$ cat src/rtl/alu_writeback.sv
// ALU writeback stage: 2-entry result buffer toward the register file plus architectural flags.
// Latency one cycle in to wb_*; in_ready depends only on occupancy, so wb_ready never reaches it combinationally.

package definitions_pkg;
  localparam logic [3:0] kADD   = 4'd0;
  localparam logic [3:0] kADC   = 4'd1;
  localparam logic [3:0] kSUB   = 4'd2;
  localparam logic [3:0] kAND   = 4'd3;
  localparam logic [3:0] kOR    = 4'd4;
  localparam logic [3:0] kXOR   = 4'd5;
  localparam logic [3:0] kMOV   = 4'd6;
  localparam logic [3:0] kCMP   = 4'd7;
  localparam logic [3:0] kSHIFT = 4'd8;
endpackage

module alu_writeback
  import definitions_pkg::*;
#(
  parameter int DATA_PATH_WIDTH = 8,
  parameter int REG_ADDR_WIDTH  = 3
) (
  input  logic                       clk,
  input  logic                       reset,
  input  logic                       in_valid,
  output logic                       in_ready,
  input  logic [3:0]                 in_op,
  input  logic [REG_ADDR_WIDTH-1:0]  in_rd,
  input  logic [DATA_PATH_WIDTH-1:0] in_result,
  input  logic                       in_carry,
  input  logic                       in_lt,
  input  logic                       in_gt,
  input  logic                       in_eq,
  input  logic                       flush,
  output logic                       wb_valid,
  input  logic                       wb_ready,
  output logic [REG_ADDR_WIDTH-1:0]  wb_addr,
  output logic [DATA_PATH_WIDTH-1:0] wb_data,
  output logic                       carry_flag,
  output logic                       lt_flag,
  output logic                       gt_flag,
  output logic                       eq_flag,
  output logic [15:0]                retire_count
);

  typedef enum logic [1:0] {
    EMPTY = 2'd0,
    ONE   = 2'd1,
    FULL  = 2'd2
  } state_t;

  typedef struct packed {
    logic [REG_ADDR_WIDTH-1:0]  addr;
    logic [DATA_PATH_WIDTH-1:0] data;
  } entry_t;

  state_t state, state_nxt;
  entry_t head, tail, new_entry;

  logic writes_rf, sets_carry, sets_cmp;
  logic accept, push, pop;

  always_comb begin
    writes_rf  = 1'b0;
    sets_carry = 1'b0;
    sets_cmp   = 1'b0;
    case (in_op)
      kADD, kADC, kSHIFT: begin
        writes_rf  = 1'b1;
        sets_carry = 1'b1;
      end
      kSUB, kAND, kOR, kXOR, kMOV: writes_rf = 1'b1;
      kCMP:    sets_cmp = 1'b1;
      default: ;
    endcase
  end

  assign new_entry = '{addr: in_rd, data: in_result};
  assign accept    = in_valid && in_ready && !flush;
  assign push      = accept && writes_rf;
  assign pop       = wb_valid && wb_ready && !flush;

  // Occupancy FSM; handshake outputs are a pure function of state.
  always_comb begin
    state_nxt = state;
    in_ready  = 1'b1;
    wb_valid  = 1'b0;
    case (state)
      EMPTY: begin
        if (push) state_nxt = ONE;
      end
      ONE: begin
        wb_valid = 1'b1;
        if (push && !pop)      state_nxt = FULL;
        else if (pop && !push) state_nxt = EMPTY;
      end
      FULL: begin
        wb_valid = 1'b1;
        in_ready = 1'b0;
        if (pop) state_nxt = ONE;
      end
      default: state_nxt = EMPTY;
    endcase
    if (flush) state_nxt = EMPTY;
  end

  always_ff @(posedge clk) begin
    if (reset) begin
      state        <= EMPTY;
      head         <= '0;
      tail         <= '0;
      carry_flag   <= 1'b0;
      lt_flag      <= 1'b0;
      gt_flag      <= 1'b0;
      eq_flag      <= 1'b0;
      retire_count <= '0;
    end else begin
      state <= state_nxt;
      // Head is always the oldest entry; tail only ever holds the second one.
      if (push && (state == EMPTY || (state == ONE && pop))) head <= new_entry;
      else if (push && state == ONE)                         tail <= new_entry;
      else if (pop && state == FULL)                         head <= tail;
      if (accept && sets_carry) carry_flag <= in_carry;
      if (accept && sets_cmp) begin
        lt_flag <= in_lt;
        gt_flag <= in_gt;
        eq_flag <= in_eq;
      end
      if (pop) retire_count <= retire_count + 16'd1;
    end
  end

  assign wb_addr = wb_valid ? head.addr : '0;
  assign wb_data = wb_valid ? head.data : '0;

endmodule

$ cat config.mk
export PLATFORM = sky130hd
export DESIGN_NAME = alu_writeback
export DESIGN_NICKNAME = d
export VERILOG_FILES = /design/src/rtl/alu_writeback.sv
export SDC_FILE = /design/constraint.sdc
export NUM_CORES = 1
export LEC_CHECK = 0
export ABC_AREA = 1
export CELL_PAD_IN_SITES_DETAIL_PLACEMENT = 1
export CELL_PAD_IN_SITES_GLOBAL_PLACEMENT = 2
export CORE_ASPECT_RATIO = 1.2
export CORE_MARGIN = 5
export CORE_UTILIZATION = 26
export DETAILED_ROUTE_END_ITERATION = 7
export PLACE_DENSITY_LB_ADDON = 0.1
export REMOVE_ABC_BUFFERS = 1
export SLEW_MARGIN = 0
export SYNTH_ARGS = -nofsm -noshare
export SYNTH_HDL_FRONTEND = slang
export SYNTH_SLANG_ARGS = --single-unit
$ cat constraint.sdc
create_clock -name clk -period 2.47 [get_ports clk]
set_input_delay 0.494 -clock clk [delete_from_list [all_inputs] [get_ports clk]]
set_output_delay 0.494 -clock clk [all_outputs]
set_load 0.005 [all_outputs]
# Yosys cells after proc, flatten, opt, wreduce, memory -nomap -nowiden
# Index checks and enable logic that the tools add are counted.
# W data, S select, Z words.
# classes
mux	15
reduce_logical	27
bitwise	1
addsub	1
eq_ne	14
# op_table
op	count
$mux W11	3
$add A16 B1 Y16 const B	1
$eq A4 B3 Y1 const B	4
$logic_and A1 B1 Y1	13
$eq A4 B2 Y1 const B	2
$mux W2	4
$mux W8	1
$reduce_or A8 Y1	1
$ne A2 B2 Y1 const B	3
$pmux W2 S3	1
$mux W1	5
$eq A4 B1 Y1 const B	1
$eq A4 B4 Y1 const B	1
$logic_not A4 Y1	1
$reduce_and A2 Y1	2
$reduce_or A2 Y1	2
$logic_not A1 Y1	3
$mux W3	1
$ne A3 B3 Y1 const B	1
$reduce_and A3 Y1	1
$reduce_or A3 Y1	1
$eq A2 B1 Y1 const B	1
$eq A2 B2 Y1 const B	1
$logic_not A2 Y1	1
other kinds (3)	3
# totals
inputBits	24
register_bits	44
wordCells	68

# Depth between registers and ports, before layout
# Gate-level depths: netlist (run 1).
# logic_depth
word_depth	10
ltp_mapped	12
mapped_depth_nobuf	11

# Least setup slack after synthesis (run 1)
# Ideal clock, no wire load.
# synth_timing
kind	reg2reg
from	register state[0]
to	register state[0]
t_arrival_ns	1.963
setup_slack_ns	0.392
period_less_slack_ns	2.078
n_path_buf	1
stages_incl_launch_ff	12
cell_sequence	dfxtp_1 > inv_1 > ha_1 > inv_2 > nand4_1 > nor2_2 > buf_4 > ha_1 > a22oi_1 > nand3_1 > nand2_1 > nor2_1
# synth_between
elab_chain_cells	9
word_cells_on_any_way	21
# synth_lines
element	line	source
from (decl)	56	state_t state, state_nxt;
from (signal assigned)	117	state <= state_nxt;
$eq A2 B2 Y1 *	87	case (state)
$mux W1 *	87	
named net in_ready	25	output logic in_ready,
$logic_and A1 B1 Y1 * (2 in a row)	78	assign accept = in_valid && in_ready && !flush;
$logic_and A1 B1 Y1 *	79	assign push = accept && writes_rf;
$logic_not A1 Y1	94	else if (pop && !push) state_nxt = EMPTY;
$logic_and A1 B1 Y1	94	
$ne A3 B3 Y1 (no source line)	-	
$reduce_and A3 Y1 (no source line)	-	
# The timed path passes the listed nets; every way through them passes the cells marked *.
# A chain may end at the register's enable or synchronous reset.

# Worst setup path after layout (run 1)
# layout_timing
from	register state[1]
to	output wb_data[0]
# layout_between
elab_chain_cells	4
word_cells_on_any_way	5
# layout_lines
element	line	source
$eq A2 B1 Y1 or $eq A2 B2 Y1 (tied branches)	87	
$reduce_or A2 Y1 (no source line) *	-	
$mux W1 *	87	
$mux W8 *	133	assign wb_data = wb_valid ? head.data : '0;
to (decl)	37	output logic [DATA_PATH_WIDTH-1:0] wb_data,
# Every way passes the cells marked *; elsewhere a longest branch is shown, timed or not.

==> summary.txt, run 1 <==
Clock network
  – Root Buffer: clkbuf_8
  – Clock Sinks: 44
  – Hold Buf Count CTS: 0
  – Total CTS buffers: 5
  – H-tree lvl count: 2
  – CTS tree: done
  – Reg clk slew, reported paths: 0.10 ns
  – Worst skew pair latency: 0.30 ns
  – Max clock buf depth: 2

Floorplan
  – Die height: 116 um
  – Starting density of the core: 26.7%
  – IO Pins: 57
  – Row count: 38
  – Core ar.: 0.00908 mm2
  – Die area: 0.0114 mm2
  – Die Wd: 98.2 um

Route
  – Vias: 2542
  – Vias/cell: 4.60
  – Drt first pass iters: 4
  – First-iteration detailed-routing DRC count: 66
  – Residual DRC: 0
  – M1 WL: 3.26 mm
  – Antenna Violating Nets Remaining: 0
  – Met2 wire length: 4.00 mm
  – Avg WL per Cell: 13.7 um
  – Drt total wl: 7.57 mm
  – DR top layer: met4
  – Wire length on met3: 228 um

Setup path
  – WP data required: 1.98 ns
  – Worst setup EP type: output port
  – Crit-path cells: inv_1, ha_1, buf_4, nand2_1, inv_1, clkdlybuf4s50_1
  – Setup crit start kind: flip-flop
  – Worst path max stage delay: 0.49 ns
  – Worst EP arrival: 1.85 ns
  – Slowest-stage cell, CP: clkdlybuf4s50_1
  – Worst-path fanout max: 7
  – R2R cell count: 9
  – WS Path Type: reg2out
  – CP dominant cell by count: inv_1

GRT
  – Vias in the first global route: 2634
  – Initial antenna violation count: 0
  – Total GRT Usage: 13.5%
  – Largest net degree at the start of global routing: 24
  – First-pass GRT wire length: 12.4 mm
  – Remaining Overflow, GRT: 0

Finish
  – Ant diodes: 0
  – Share of post-route cells with drive strength above 1: 7.16%
  – Fillers: 1162
  – Fin nets: 462
  – Post-route non-filler standard cell count: 553
  – Most common cell after layout, fill and taps aside: nand2_1
  – Design Area, Final: 0.00325 mm2
  – Most frequent cells in the layout: nand2_1 (114), clkdlybuf4s50_1 (56), nor2_1 (52)
  – Area Overhead vs Synth: 34.1%

STA
  – Relative slew slack: 71.8%
  – Fmax: 427 MHz
  – RSZ-0062 raised after global routing: false
  – Worst slew pin tran: 0.419 ns
  – Final WS setup: 0.126 ns
  – Final hold slack: 0.470 ns
  – Max-slew violation count: 0
  – Final setup vio count: 0
  – Hold Fails Final Rpt: 0
  – Final Cycle Share: 94.9%
  – Min Tclk post-route: 2.34 ns
  – Setup TNS: 0 ns
  – Clock skew: 0.00690 ns

Job
  – Max-Cap Viols: 0

Power
  – Maximum VDD drop: 0.000168 V
  – Leakage: 1.31 nW
  – Pwr/cell area: 468 mW/mm2

Status
  – Outcome: finished clean

Placed design
  – Number of port buffers: 56
  – Final Wtd Congestion: 0.717
  – Setup slack at placement: 0.0432 ns
  – DP Area: 0.00314 mm2
  – Placed Cells: 545
  – DPL Wire Length: 5.70 mm

Worst hold path
  – WHS Path Cells: 2
  – Worst min path class: reg2reg

Logic synthesis
  – #FFs+latches synth: 44
  – Syn. warnings: 0
  – Avg Cell Area, Syn: 6.50 um2
  – Post-Syn Area: 0.00242 mm2
  – Yosys cell types: 25
  – Mapped Cells: 373
  – Share of the yosys chip area belonging to registers: 36.3%
-- per-layer routing --
layer	GRT usage, %	vias to the layer above
li1	-	1305
met5	0	-
met4	3.28	0
met3	1.93	6
met2	26.5	36
met1	15.5	1195
-- per-stage QoR --
| step | utilization (%) | power (mW) |
|---|---|---|
| 2_1_floorplan | - | 0.848 |
| 3_3_place_gp | 34.6 | 0.967 |
| 3_5_place_dp | 34.6 | 0.971 |
| 4_1_cts | 35.8 | 1.55 |
| 5_1_grt | 35.8 | 1.60 |
| 6_report | 35.8 | 1.52 |
-- report_power, final --
part | internal, mW | leakage [nW] | switching (mW) | total, mW
combinational | 0.0990 | 0.903 | 0.117 | 0.216
sequential | 0.725 | 0.357 | 0.00932 | 0.734
clock | 0.300 | 0.0541 | 0.273 | 0.573
total | 1.12 | 1.31 | 0.399 | 1.52
-- cells in the mapped netlist (all sizes together) --
| cell type | number | area share, % |
|---|---|---|
| nand3 | 36 | 7.9 |
| ha | 6 | 3.1 |
| buf | 11 | 3.4 |
| xnor2 | 2 | 0.72 |
| nand4 | 5 | 1.3 |
| o21ai | 13 | 2.7 |
| nand2 | 116 | 18 |
| nor4 | 3 | 0.77 |
| o21bai | 2 | 0.62 |
| nor3 | 4 | 0.83 |
| dfxtp | 44 | 36 |
| clkbuf | 5 | 0.77 |
| nand3b | 11 | 3.4 |
| nor3b | 1 | 0.52 |
| nor2 | 54 | 8.8 |
| a21oi | 25 | 5.2 |
| inv | 34 | 5.3 |
| a22oi | 1 | 0.31 |
-- logic make-up after synthesis --
family	share of synthesized area [%]
XOR/XNOR	0.723
AND/OR/NAND/NOR	41.7
flip-flops	36.3
adder cells (fa/ha/maj)	3.10
buffers and inverters	9.39
AO/OA/AOI/OAI	8.77
-- registers in the layout, indices dropped and copies added (netlist names) --
signal	count
head	11
lt_flag	1
state	2
retire_count	16
tail	11
gt_flag	1
carry_flag	1
eq_flag	1
-- timing repair --
item	CTS	global route
setup buffers	0	0
endpoints found under the hold margin	0	0
gates resized for setup	0	2
endpoints found under the setup margin	0	10
-- final cells by class --
| type | count | area (um2) | area share (%) |
|---|---|---|---|
| clock buffer | 5 | 68.8 | 2.12 |
| tap | 120 | 150 | 4.62 |
| timing repair buffer | 68 | 663 | 20.4 |
| multi-input combinational | 279 | 1320 | 40.5 |
| clock inverter | 3 | 42.5 | 1.31 |
| sequential | 44 | 883 | 27.2 |
| inverter | 34 | 128 | 3.92 |
-- critical path: cells and delay by family, from the launching register on --
| family | cells | cell delay (ns) |
|---|---|---|
| adder cells (fa/ha/maj) | 1 | 0.30 |
| flip-flops | 1 | 0.38 |
| buffers and inverters | 4 | 0.78 |
| AND/OR/NAND/NOR | 1 | 0.08 |
-- path summary, 6_finish.rpt --
kind | start | to | slack, ns
hold reg to reg | tail[9]$_SDFFE_PP0P_ | tail[9]$_SDFFE_PP0P_ | 0.47
hold / removal | tail[9]$_SDFFE_PP0P_ | tail[9]$_SDFFE_PP0P_ | 0.47
setup reg to reg | state[1]$_SDFFE_PP0P_ | state[1]$_SDFFE_PP0P_ | 0.31
setup / recovery | state[1]$_SDFFE_PP0P_ | wb_data[0] | 0.13
(Power assumes the default switching activity.)
==> run 2, diff against run 1 <==
--- a/config.mk
+++ b/config.mk
@@ -7,4 +7,5 @@
 export LEC_CHECK = 0
 export ABC_AREA = 1
+export CAP_MARGIN = 20
 export CELL_PAD_IN_SITES_DETAIL_PLACEMENT = 1
 export CELL_PAD_IN_SITES_GLOBAL_PLACEMENT = 2
==> constraint.sdc (replaced) <==
create_clock -name clk -period 2.47 [get_ports clk]
set_input_delay 0.494 -clock clk [delete_from_list [all_inputs] [get_ports clk]]
set_output_delay 0.494 -clock clk [all_outputs]
set_load 0.1 [all_outputs]
==> run 2 against run 1 <==
- maximum frequency is 5.4% higher
- design area is 2.0% higher
- clock skew shrank 0.0023 ns
- total power increased by 7.1%
- first-iteration DRC count grew 3.0%
- flip-flop and latch count did not move
- core utilization increased by 0.72 points
- cell count decreased by 0.36%
- register-to-register slack better by 0.05 ns
- critical path type unchanged
==> summary.txt, run 2 (same netlist as run 1, synthesis figures left out) <==
Status
  – Outcome: finished clean

Finish
  – Ant diodes: 0 (unchanged)
  – Most common cell after layout, fill and taps aside: nand2_1
  – Seq. cell area: 881 um2 (-0.28%)
  – Multi-input logic area: 0.00132 mm2 (unchanged)
  – Biggest register: retire_count
  – Largest registers: retire_count x16, head x11, tail x11
  – Fillers: 1167 (+0.43%)
  – Fin nets: 460 (-0.43%)
  – Most frequent cells in the layout: nand2_1 (114), nor2_1 (52), dfxtp_1 (44)
  – Max reg flops: 16 (unchanged)
  – Share of post-route cells with drive strength above 1: 13.9% (+6.8 points)
  – Area Overhead vs Synth: 36.8%

STA
  – Fmax: 450 MHz (+5.4%)
  – Worst slew pin tran: 0.880 ns (+0.461 ns)
  – Final Cycle Share: 90.0% (-4.9 points)
  – Final WS setup: 0.246 ns (+0.120 ns)
  – Clock skew: 0.00464 ns (-0.00226 ns)
  – Min Tclk post-route: 2.22 ns (-0.120 ns)
  – Relative slew slack: 41.2% (-31 points)
  – RSZ-0062 raised after global routing: false
  – Hold Fails Final Rpt: 0 (unchanged)
  – Max-slew violation count: 0 (unchanged)
  – Final hold slack: 0.467 ns (-0.00353 ns)
  – Final setup vio count: 0 (unchanged)

Clock network
  – Total CTS buffers: 5 (unchanged)
  – CTS tree: done
  – Max clock buf depth: 2 (unchanged)
  – Worst skew pair latency: 0.30 ns (about the same)
  – Hold Buf Count CTS: 0 (unchanged)
  – Setup Fix Bufs, Post-CTS: 0 (unchanged)
  – H-tree lvl count: 2 (unchanged)
  – Root Buffer: clkbuf_8
  – Clock Sinks: 44 (unchanged)
  – Resized Gates After CTS: 0 (unchanged)
  – Reg clk slew, reported paths: 0.09 ns (about the same)

Setup path
  – Slowest-stage cell, CP: dfxtp_1
  – Worst-path fanout max: 12 (+5)
  – Worst path max stage delay: 0.40 ns (-0.09 ns)
  – Worst setup EP type: output port
  – Worst EP arrival: 1.73 ns (-0.12 ns)
  – Setup crit start kind: flip-flop
  – WS Path Type: reg2out
  – WP data required: 1.98 ns (about the same)
  – CP dominant cell by count: inv_1
  – Crit-path cells: inv_1, ha_1, buf_4, nand2_1, inv_1, buf_12

Floorplan
  – Die Wd: 98.2 um (unchanged)
  – IO Pins: 57 (unchanged)
  – Core ar.: 0.00908 mm2 (unchanged)
  – Row count: 38 (unchanged)
  – Die height: 116 um (unchanged)
  – Starting density of the core: 26.7% (unchanged)
  – Die area: 0.0114 mm2 (unchanged)

GRT
  – Total GRT Usage: 13.5% (-0.085 points)
  – GR Util met3: 2.23% (+0.30 points)
  – Largest net degree at the start of global routing: 24 (unchanged)
  – Vias in the first global route: 2610 (-0.91%)
  – Initial antenna violation count: 0 (unchanged)
  – GRT Max-Usage Layer: met2
  – Remaining Overflow, GRT: 0 (unchanged)
  – Met2 Use GR: 26.9% (+0.41 points)
  – First-pass GRT wire length: 12.4 mm (about the same)
  – Routing usage on met1: 14.8% (-0.65 points)

Route
  – Avg WL per Cell: 13.7 um (about the same)
  – Vias/cell: 4.62 (+0.48%)
  – First-iteration detailed-routing DRC count: 68 (+3.0%)
  – Vias: 2545 (+0.12%)
  – Antenna Violating Nets Remaining: 0 (unchanged)
  – Drt total wl: 7.55 mm (-0.34%)
  – Drt first pass iters: 4 (unchanged)
  – Residual DRC: 0 (unchanged)

Job
  – Max-Cap Viols: 0 (unchanged)

Placed design
  – DPL Wire Length: 5.61 mm (-1.5%)
  – Setup slack at placement: 0.0457 ns (+0.00245 ns)
  – Number of port buffers: 56 (unchanged)
  – Final Wtd Congestion: 0.732 (+2.1%)

Power
  – Pwr/cell area: 492 mW/mm2 (+5.0%)
  – Maximum VDD drop: 0.000228 V (+36%)
  – Leakage: 1.41 nW (+7.5%)

Worst hold path
  – Worst min path class: reg2reg
run 2: final timing paths:
check                   startpoint                   end  slack, ns  cells after the start
max          state[1]$_SDFFE_PP0P_            wb_data[7]       0.25                      6
min           tail[3]$_SDFFE_PP0P_  tail[3]$_SDFFE_PP0P_       0.47                      2
min reg2reg   tail[3]$_SDFFE_PP0P_  tail[3]$_SDFFE_PP0P_       0.47                      2
max reg2reg  state[0]$_SDFFE_PP0P_  tail[1]$_SDFFE_PP0P_       0.36                      9
run 2: area by class of cell:
class | count | share of cell area [%]
Sequential cell | 44 | 26.6
Clock inverter | 1 | 0.905
Tap cell | 120 | 4.53
Multi-Input combinational cell | 279 | 39.7
Inverter | 34 | 3.85
Timing Repair Buffer | 66 | 21.6
Clock buffer | 7 | 2.90
run 2: where the power goes:
part | internal [mW] | total (mW) | switching (mW) | leakage (nW)
sequential | 0.725 | 0.733 | 0.00882 | 0.356
clock | 0.357 | 0.620 | 0.263 | 0.0645
combinational | 0.105 | 0.278 | 0.173 | 0.993
total | 1.19 | 1.63 | 0.445 | 1.41
run 2: worst max-delay path: cells and delay by family, from the launching register on:
kind	cells	cell delay, ns
AND/OR/NAND/NOR	1	0.09
adder cells (fa/ha/maj)	1	0.33
flip-flops	1	0.40
buffers and inverters	4	0.60
run 2: stage by stage:
stage          total power, mW  cell area [um2]  cells  util (%)  setup TNS (ns)
6_report                  1.63             3320    551      36.5               0
5_1_grt                   1.71             3320    551      36.5               0
4_1_cts                   1.67             3320    551      36.5               0
3_5_place_dp              1.03             3190    543      35.1               0
3_3_place_gp              1.03             3190    543      35.1               0
2_1_floorplan            0.904             2320    357         -          -11.64
run 2: metal layers:
layer / wire (um) / vias to the layer above / share of wire [%]
met3: 190 / 7 / 2.5
met1: 3210 / 1206 / 43
met2: 4070 / 33 / 54
li1: - / 1299 / -
met5: 0 / - / 0
met4: 72 / 0 / 0.95
